<file path="config.mk">
export PLATFORM = sky130hd
export DESIGN_NAME = ex_mem_stage
export DESIGN_NICKNAME = d
export VERILOG_FILES = /design/src/rtl/ex_mem_stage.sv
export SDC_FILE = /design/constraint.sdc
export NUM_CORES = 1
export LEC_CHECK = 0
export BUFFER_PORTS_ARGS = -buffer_cell sky130_fd_sc_hd__buf_2
export CORE_MARGIN = 2
export CORE_UTILIZATION = 45
export DETAILED_ROUTE_END_ITERATION = 10
export PLACE_DENSITY_LB_ADDON = 0.25
export SKIP_LAST_GASP = 1
export SLEW_MARGIN = 20
export SYNTH_ARGS = -nofsm -noshare
export SYNTH_HDL_FRONTEND = slang
export SYNTH_SLANG_ARGS = --single-unit
</file>
<file path="constraint.sdc">
create_clock -name clk -period 1.95 [get_ports clk]
set_input_delay 0.0975 -clock clk [delete_from_list [all_inputs] [get_ports clk]]
set_output_delay 0.0975 -clock clk [all_outputs]
set_load 0.005 [all_outputs]
</file>
<file path="src/rtl/ex_mem_stage.sv">
// ex_mem_stage: execute-to-memory pipeline register built as a 2-entry FIFO
// skid buffer.
//
// Branch and jump resolution happens on the way in. The branch condition,
// the target address and the misalignment check are evaluated when an entry
// is accepted. Only the memory-side fields are stored.
//
// Handshake (both sides): a transfer happens on a rising edge where valid and
// ready are both 1. valid must not depend on ready. in_ready is a decode of
// the occupancy register only. While out_valid=1 and out_ready=0, the
// presented entry does not change.
//
// Ports
//   clk, rst_n           stage clock, asynchronous active-low reset
//   in_valid / in_ready  execute-side handshake
//   alu_result, negative, zero, carry, overflow   ALU result and subtract flags
//   funct3               branch condition select
//   branch, jump, is_jalr                         control class
//   pc_plus4, pc_target  link address, PC-relative target
//   rd, reg_write, mem_read, mem_write, store_data  memory/writeback controls
//   flush                synchronous kill; beats accept and pop
//   out_valid / out_ready                        memory-side handshake
//   out_result, out_store_data, out_rd, out_reg_write, out_mem_read,
//   out_mem_write, out_misaligned               oldest buffered entry
//   redirect, redirect_pc  one-cycle fetch redirect; pc holds when idle
//   dbg_state            current occupancy state (0 EMPTY, 1 ONE, 2 TWO)
module ex_mem_stage (
   input  logic        clk,
   input  logic        rst_n,
   input  logic        in_valid,
   output logic        in_ready,
   input  logic [31:0] alu_result,
   input  logic        negative,
   input  logic        zero,
   input  logic        carry,
   input  logic        overflow,
   input  logic [2:0]  funct3,
   input  logic        branch,
   input  logic        jump,
   input  logic        is_jalr,
   input  logic [31:0] pc_plus4,
   input  logic [31:0] pc_target,
   input  logic [4:0]  rd,
   input  logic        reg_write,
   input  logic        mem_read,
   input  logic        mem_write,
   input  logic [31:0] store_data,
   input  logic        flush,
   output logic        out_valid,
   input  logic        out_ready,
   output logic [31:0] out_result,
   output logic [31:0] out_store_data,
   output logic [4:0]  out_rd,
   output logic        out_reg_write,
   output logic        out_mem_read,
   output logic        out_mem_write,
   output logic        out_misaligned,
   output logic        redirect,
   output logic [31:0] redirect_pc,
   output logic [1:0]  dbg_state
);

   typedef enum logic [1:0] {
      S_EMPTY = 2'd0,
      S_ONE   = 2'd1,
      S_TWO   = 2'd2
   } state_t;

   typedef struct packed {
      logic [31:0] result;
      logic [31:0] store_data;
      logic [4:0]  rd;
      logic        reg_write;
      logic        mem_read;
      logic        mem_write;
      logic        misaligned;
   } entry_t;

   state_t state, state_next;
   entry_t head, tail;   // head is the oldest entry and drives the outputs

   logic        accept, pop;
   logic        taken, ctl_xfer, misaligned;
   logic [31:0] target;
   entry_t      new_entry;

   assign in_ready  = (state != S_TWO);
   assign out_valid = (state != S_EMPTY);
   assign accept    = in_valid & in_ready;
   assign pop       = out_valid & out_ready;
   assign dbg_state = state;

   // Branch resolution on the incoming instruction
   always_comb begin
      taken = 1'b0;
      case (funct3)
         3'b000:  taken = zero;
         3'b001:  taken = ~zero;
         3'b100:  taken = negative ^ overflow;
         3'b101:  taken = ~(negative ^ overflow);
         3'b110:  taken = ~carry;
         3'b111:  taken = carry;
         default: taken = 1'b0;
      endcase
   end

   assign target     = is_jalr ? {alu_result[31:1], 1'b0} : pc_target;
   assign ctl_xfer   = jump | (branch & taken);
   assign misaligned = ctl_xfer & target[1];

   // A misaligned transfer is stored with no side effects so that a later
   // stage can raise the fault. A branch never writes a register unless jump
   // is also set, in which case it behaves as a jump.
   always_comb begin
      new_entry            = '0;
      new_entry.result     = jump ? pc_plus4 : alu_result;
      new_entry.store_data = store_data;
      new_entry.rd         = rd;
      new_entry.reg_write  = reg_write & ~(branch & ~jump) & ~misaligned;
      new_entry.mem_read   = mem_read & ~misaligned;
      new_entry.mem_write  = mem_write & ~misaligned;
      new_entry.misaligned = misaligned;
   end

   // Occupancy FSM
   always_comb begin
      state_next = state;
      if (flush) begin
         state_next = S_EMPTY;
      end else begin
         case (state)
            S_EMPTY: if (accept) state_next = S_ONE;
            S_ONE: begin
               if (accept && !pop)      state_next = S_TWO;
               else if (!accept && pop) state_next = S_EMPTY;
            end
            S_TWO:   if (pop) state_next = S_ONE;
            default: state_next = S_EMPTY;
         endcase
      end
   end

   always_ff @(posedge clk or negedge rst_n) begin
      if (!rst_n) state <= S_EMPTY;
      else        state <= state_next;
   end

   // Entry storage. A new entry goes into head when head is free or
   // leaving this cycle. Otherwise it goes into tail.
   always_ff @(posedge clk or negedge rst_n) begin
      if (!rst_n) begin
         head <= '0;
         tail <= '0;
      end else if (!flush) begin
         case (state)
            S_EMPTY: if (accept) head <= new_entry;
            S_ONE: begin
               if (accept && pop) head <= new_entry;
               else if (accept)   tail <= new_entry;
            end
            S_TWO:   if (pop) head <= tail;
            default: ;
         endcase
      end
   end

   assign out_result     = head.result;
   assign out_store_data = head.store_data;
   assign out_rd         = head.rd;
   assign out_reg_write  = head.reg_write;
   assign out_mem_read   = head.mem_read;
   assign out_mem_write  = head.mem_write;
   assign out_misaligned = head.misaligned;

   // Redirect is a one-cycle pulse. redirect_pc keeps its last target.
   always_ff @(posedge clk or negedge rst_n) begin
      if (!rst_n) begin
         redirect    <= 1'b0;
         redirect_pc <= '0;
      end else begin
         redirect <= accept & ~flush & ctl_xfer & ~misaligned;
         if (accept && !flush && ctl_xfer && !misaligned)
            redirect_pc <= target;
      end
   end

endmodule

</file>
# Yosys cells after proc, flatten, opt, wreduce, memory -nomap -nowiden
# Cells that the tools add are included.
# Widths: inputs -> output; s select.
[totals]
register_bits = 181
in_bits = 151
output_inout_bits = 110
word_cells = 83
[classes]
n_eq_ne = 14
mux = 13
n_bitwise = 22
n_reduce_logical = 17
[op_table]
columns = ["op", "count"]
rows = [
  ["$mux 73", 3],
  ["$pmux 73 s3", 1],
  ["$mux 32", 2],
  ["$and 1x1->1", 12],
  ["$eq 3x3->1 const B", 4],
  ["$mux 2", 5],
  ["$ne 2x2->1 const B", 4],
  ["$not 1->1", 8],
  ["$logic_and 1x1->1", 6],
  ["$ne 3x3->1 const B", 2],
  ["$pmux 1 s6", 1],
  ["$pmux 2 s3", 1],
  ["$reduce_and 5->1", 1],
  ["$logic_not 1->1", 4],
  ["$ne 4x4->1 const B", 1],
  ["$reduce_and 4->1", 1],
  ["$eq 3x1->1 const B", 1],
  ["$logic_not 3->1", 1],
  ["$reduce_and 3->1", 1],
  ["$reduce_bool 3->1", 1],
  ["$eq 2x1->1 const B", 1],
  ["$eq 2x2->1 const B", 1],
  ["$logic_not 2->1", 1],
  ["$reduce_bool 2->1", 1],
  ["2 further kinds", 2],
]

# Longest topological paths before layout
[logic_depth]
ltp_word = 10
ltp_mapped = 7

# Worst setup path after synthesis
# OpenSTA, ideal clock, no wires.
[synth_path]
path_type = "register to register"
from = "reg state[0], in the netlist dbg_state[0]"
to = "reg head (netlist bit out_store_data[24])"
t_arrival_ns = 1.621
slack_ns = 0.247
path_stages_with_launch = 7
path_buffers = 3
path_cell_list = "dfrtp_1 and2b_2 clkbuf_1 buf_2 buf_1 nand2_1 a31oi_1"
[synth_between]
elab_chain_cells = 5
elab_cells_between_ends = 14
cone_classes = "eq/ne: 6; mux: 1; bitwise: 2; reduce/logical: 5"
[synth_rtl]
columns = ["item", "line", "text"]
rows = [
  ["start, declared", "79", "state_t state, state_next;"],
  ["start signal, assigned", "145", "else state <= state_next;"],
  ["$ne 2x2->1 / $reduce_bool 2->1 (equally long branches)", "87, 88", ""],
  ["$and 1x1->1, on equally long branches", "89, 90", ""],
  ["$logic_and 1x1->1", "158", "if (accept && pop) head <= new_entry;"],
  ["$ne 2x2->1 (no source line)", "--", ""],
  ["$reduce_and 5->1 (no source line)", "--", ""],
  ["end signal, assigned", "156", "S_EMPTY: if (accept) head <= new_entry;"],
  ["end signal, assigned", "158", ""],
  ["end signal, assigned", "161", "S_TWO: if (pop) head <= tail;"],
  ["end, declared", "80", "entry_t head, tail;"],
]
# Several ways; a longest one is shown, not always the timed one.
# A chain may end at the register's enable or synchronous reset.

# Final worst setup path
[layout_path]
from = "reg state[0], in the netlist dbg_state[0]"
to = "out in_ready"
[layout_between]
elab_chain_cells = 1
[layout_rtl]
columns = ["item", "line", "text"]
rows = [
  ["$ne 2x2->1", "87", "assign in_ready = (state != S_TWO);"],
  ["end, declared", "31", "output logic in_ready,"],
]
# Every way passes these cells.

==> impl_results.md <==
- GP Congestion: 0.782
- Max Fclk: 540 MHz
- Mapped Nets: 916
- Syn Inst Count: 765
- Ys async rst share: 100%
- Max-Cap Viols: 0
- Placed Area: 9850 µm²
- Clk sinks: 181
- Syn Area/Cell: 10.7 µm²
- Post-route minimum period: 1.85 ns
- Syn. warnings: 0
- Pleak: 5.48 nW
- WS Path Type: flip-flop to primary output
- Clk Latency, worst-skew pair: 0.43 ns
- Initial antenna violation count: 2
- Routed wire per std cell: 15.6 µm
- Slew Limit Fails: 0
- Slew Limit Headroom: 61.3%
- Grt total ovfl: 0
- Setup ws final: 0.0972 ns
- Die H: 139 µm
- Pre-antenna DRT Iters: 4
- Vias per Instance: 5.02
- DRT antenna net count: 0
- Layout area overhead: 33.9%
- Rows: 49
- Clock Skews: 0.0124 ns
- Core Region: 17900 µm²
- Cell area after synthesis: 8190 µm²
- #FFs+latches synth: 181
- # H-tree levels: 4
- VDD IR-drop max: 0.615 mV
- Starting Density: 45.8%
- Clock Tree Buf Depth: 2
- Final #Nets: 1216
- # DRC: 0
- Total Neg Setup Slack: 0 ns
- Setup violators final: 0
- Fin crit share: 95.0%
- Status: completed
- Worst EP arrival: 1.76 ns
- TritonCTS buffer count: 17
- Critical path, cell by cell: and2b_4 -> buf_8 -> inv_1 -> buf_12 -> buf_2
- Worst EP required: 1.85 ns
- Worst-Margin Slew: 0.581 ns
- Pre-CTS setup slack: 0.140 ns
- CP max FO: 40
- Final core utilization: 61.2%
- Vias in the first global route: 6556
- Post-synth EDFFs: 0
- Worst Hold Class: input port to flip-flop
- TritonCTS clock tree: done
- Post-layout instance area: 11000 µm²
- DR vias: 6567
- Synth cell types: 35
- # IOs: 261
- DPL Wire Length: 14200 µm
- RSZ-0062 raised after global routing: yes
- Most used flip-flop cell after synthesis: dfrtp_1
- Area of the die: 19300 µm²
- CTS root buf: clkbuf_16
- Critical Path Slowest Stage Cell: dfrtp_1
- Port Buffers: 260
- Worst Setup Start Kind: flip-flop
- First-pass GRT wire length: 33600 µm
- CP peak stage delay: 0.38 ns
- Gr usage total: 21.5%
- Largest net degree at the start of global routing: 52
- Fin cells: 1307
- Routed WL: 20400 µm
- Die Width: 139 µm
- Layout cells sized above 1: 39.1%
- Pwr per Cell Area: 992 nW/µm²
- Critical Path Sink Type: primary output
- Sequential area share after synthesis: 55.3%
- DRT iter0 DRCs: 261
- Final Hold Viols: 0
- # Post-CTS Setup Buffers: 0
- Post-Place Cells: 1224
- Reg clk slew, reported paths: 0.07 ns
==> placed cells by master, fill, tap and decap left out, types with 2 or more instances in the layout <==
cell type      instances
a21oi_1               38
buf_12                10
o21ai_0               69
inv_1                  3
nand2_1              146
inv_6                  3
nor2b_1                2
clkinv_2               2
buf_2                259
clkbuf_8               4
buf_4                 12
mux2_4                28
o211ai_1               3
mux2_2                70
a31oi_1               37
mux2i_1               34
nand2b_1               2
dlygate4sd3_1         51
clkinv_4               2
nand3_1                2
bufinv_16              2
clkbuf_16             17
nor2_1                76
dfrtp_1              181
o21a_1                 2
==> state kept, by name, summed over array words and instances, names as in the netlist <==
register	cells
out_result	32
out_store_data	32
tail	73
redirect_pc	32
out_mem_read	1
out_mem_write	1
out_misaligned	1
out_reg_write	1
redirect	1
out_rd	5
dbg_state	2
==> power by group <==
group          leakage [nW]  internal, mW  switching (mW)
registers              2.19          4.65           0.476
clock network         0.290          2.00            1.45
logic                  3.00          1.30            1.01
total                  5.48          7.94            2.93
==> kinds of logic after synthesis <==
| group | count (synthesis) | synth area share [%] |
|---|---|---|
| compound gates | 156 | 10.6 |
| xor+xnor | 1 | 0.275 |
| buf+inv | 56 | 3.31 |
| flops | 181 | 55.3 |
| mux | 132 | 18.9 |
| simple gates | 239 | 11.6 |
==> cells in the mapped netlist (all sizes together), types with 3 or more instances <==
library cell  count  area share (%)
and2b             3            0.31
inv               3            0.14
o21ai            70             4.3
o211ai            3            0.27
nor2             76             3.5
dlygate4sd1       3            0.32
nand3             4            0.31
nand2           146             6.7
clkbuf           37             1.7
buf              13             1.2
dfrtp           181              55
a21oi            39             2.4
mux2i            34             4.2
a31oi            37             2.8
mux2             98              15
==> layout make-up <==
class                   instances  area (µm²)
clock buffers                  21         470
repair buffers                334        2130
fillers                      1489        6940
diodes                          1        2.50
well taps                     229         287
multi-input cells             528        3420
flip-flops and latches        181        4530
inverters                       3        11.3
clock inverters                10         121
==> final timing paths <==
kind | startpoint | cells after the start | end | slack (ns)
min reg2reg | out_result[18] | 2 | out_result[18] | 0.47
max reg2reg | dbg_state[0] | 5 | dbg_state[1] | 0.15
max in group asynchronous | rst_n | 3 | tail[66] | 1.11
max | dbg_state[0] | 5 | in_ready | 0.1
min | pc_plus4[30] | 3 | tail[71] | 0.007
min in group asynchronous | rst_n | 2 | out_store_data[25] | 0.18
==> metrics by stage <==
| stage | total power [mW] | hold WS, ns |
|---|---|---|
| final | 10.9 | 0.00677 |
| after global placement | 7.34 | 0.0892 |
| after CTS | 11.0 | 0.00265 |
| after global routing | 11.5 | 0.0147 |
| after floorplan | 6.32 | -0.198 |
| after detailed placement | 7.43 | 0.0900 |
==> worst max-delay path: cells and delay by family (launching register included) <==
kind | cells | cell delay, ns
buffers and inverters | 4 | 0.66
AND/OR/NAND/NOR | 1 | 0.28
flip-flops | 1 | 0.38
==> what timing repair did <==
action / CTS / global route
endpoints found under the setup margin: 1 / 6
hold buffers: 51 / 0
endpoints found under the hold margin: 129 / 0
resized for setup: 1 / 2
==> metal layers <==
metal,wire length [µm],global-route usage [%]
met4,380,7.07
met1,9100,28.5
met5,13,0
met3,1300,5.28
met2,9600,34.9
Power figures use the tool's default switching activity.
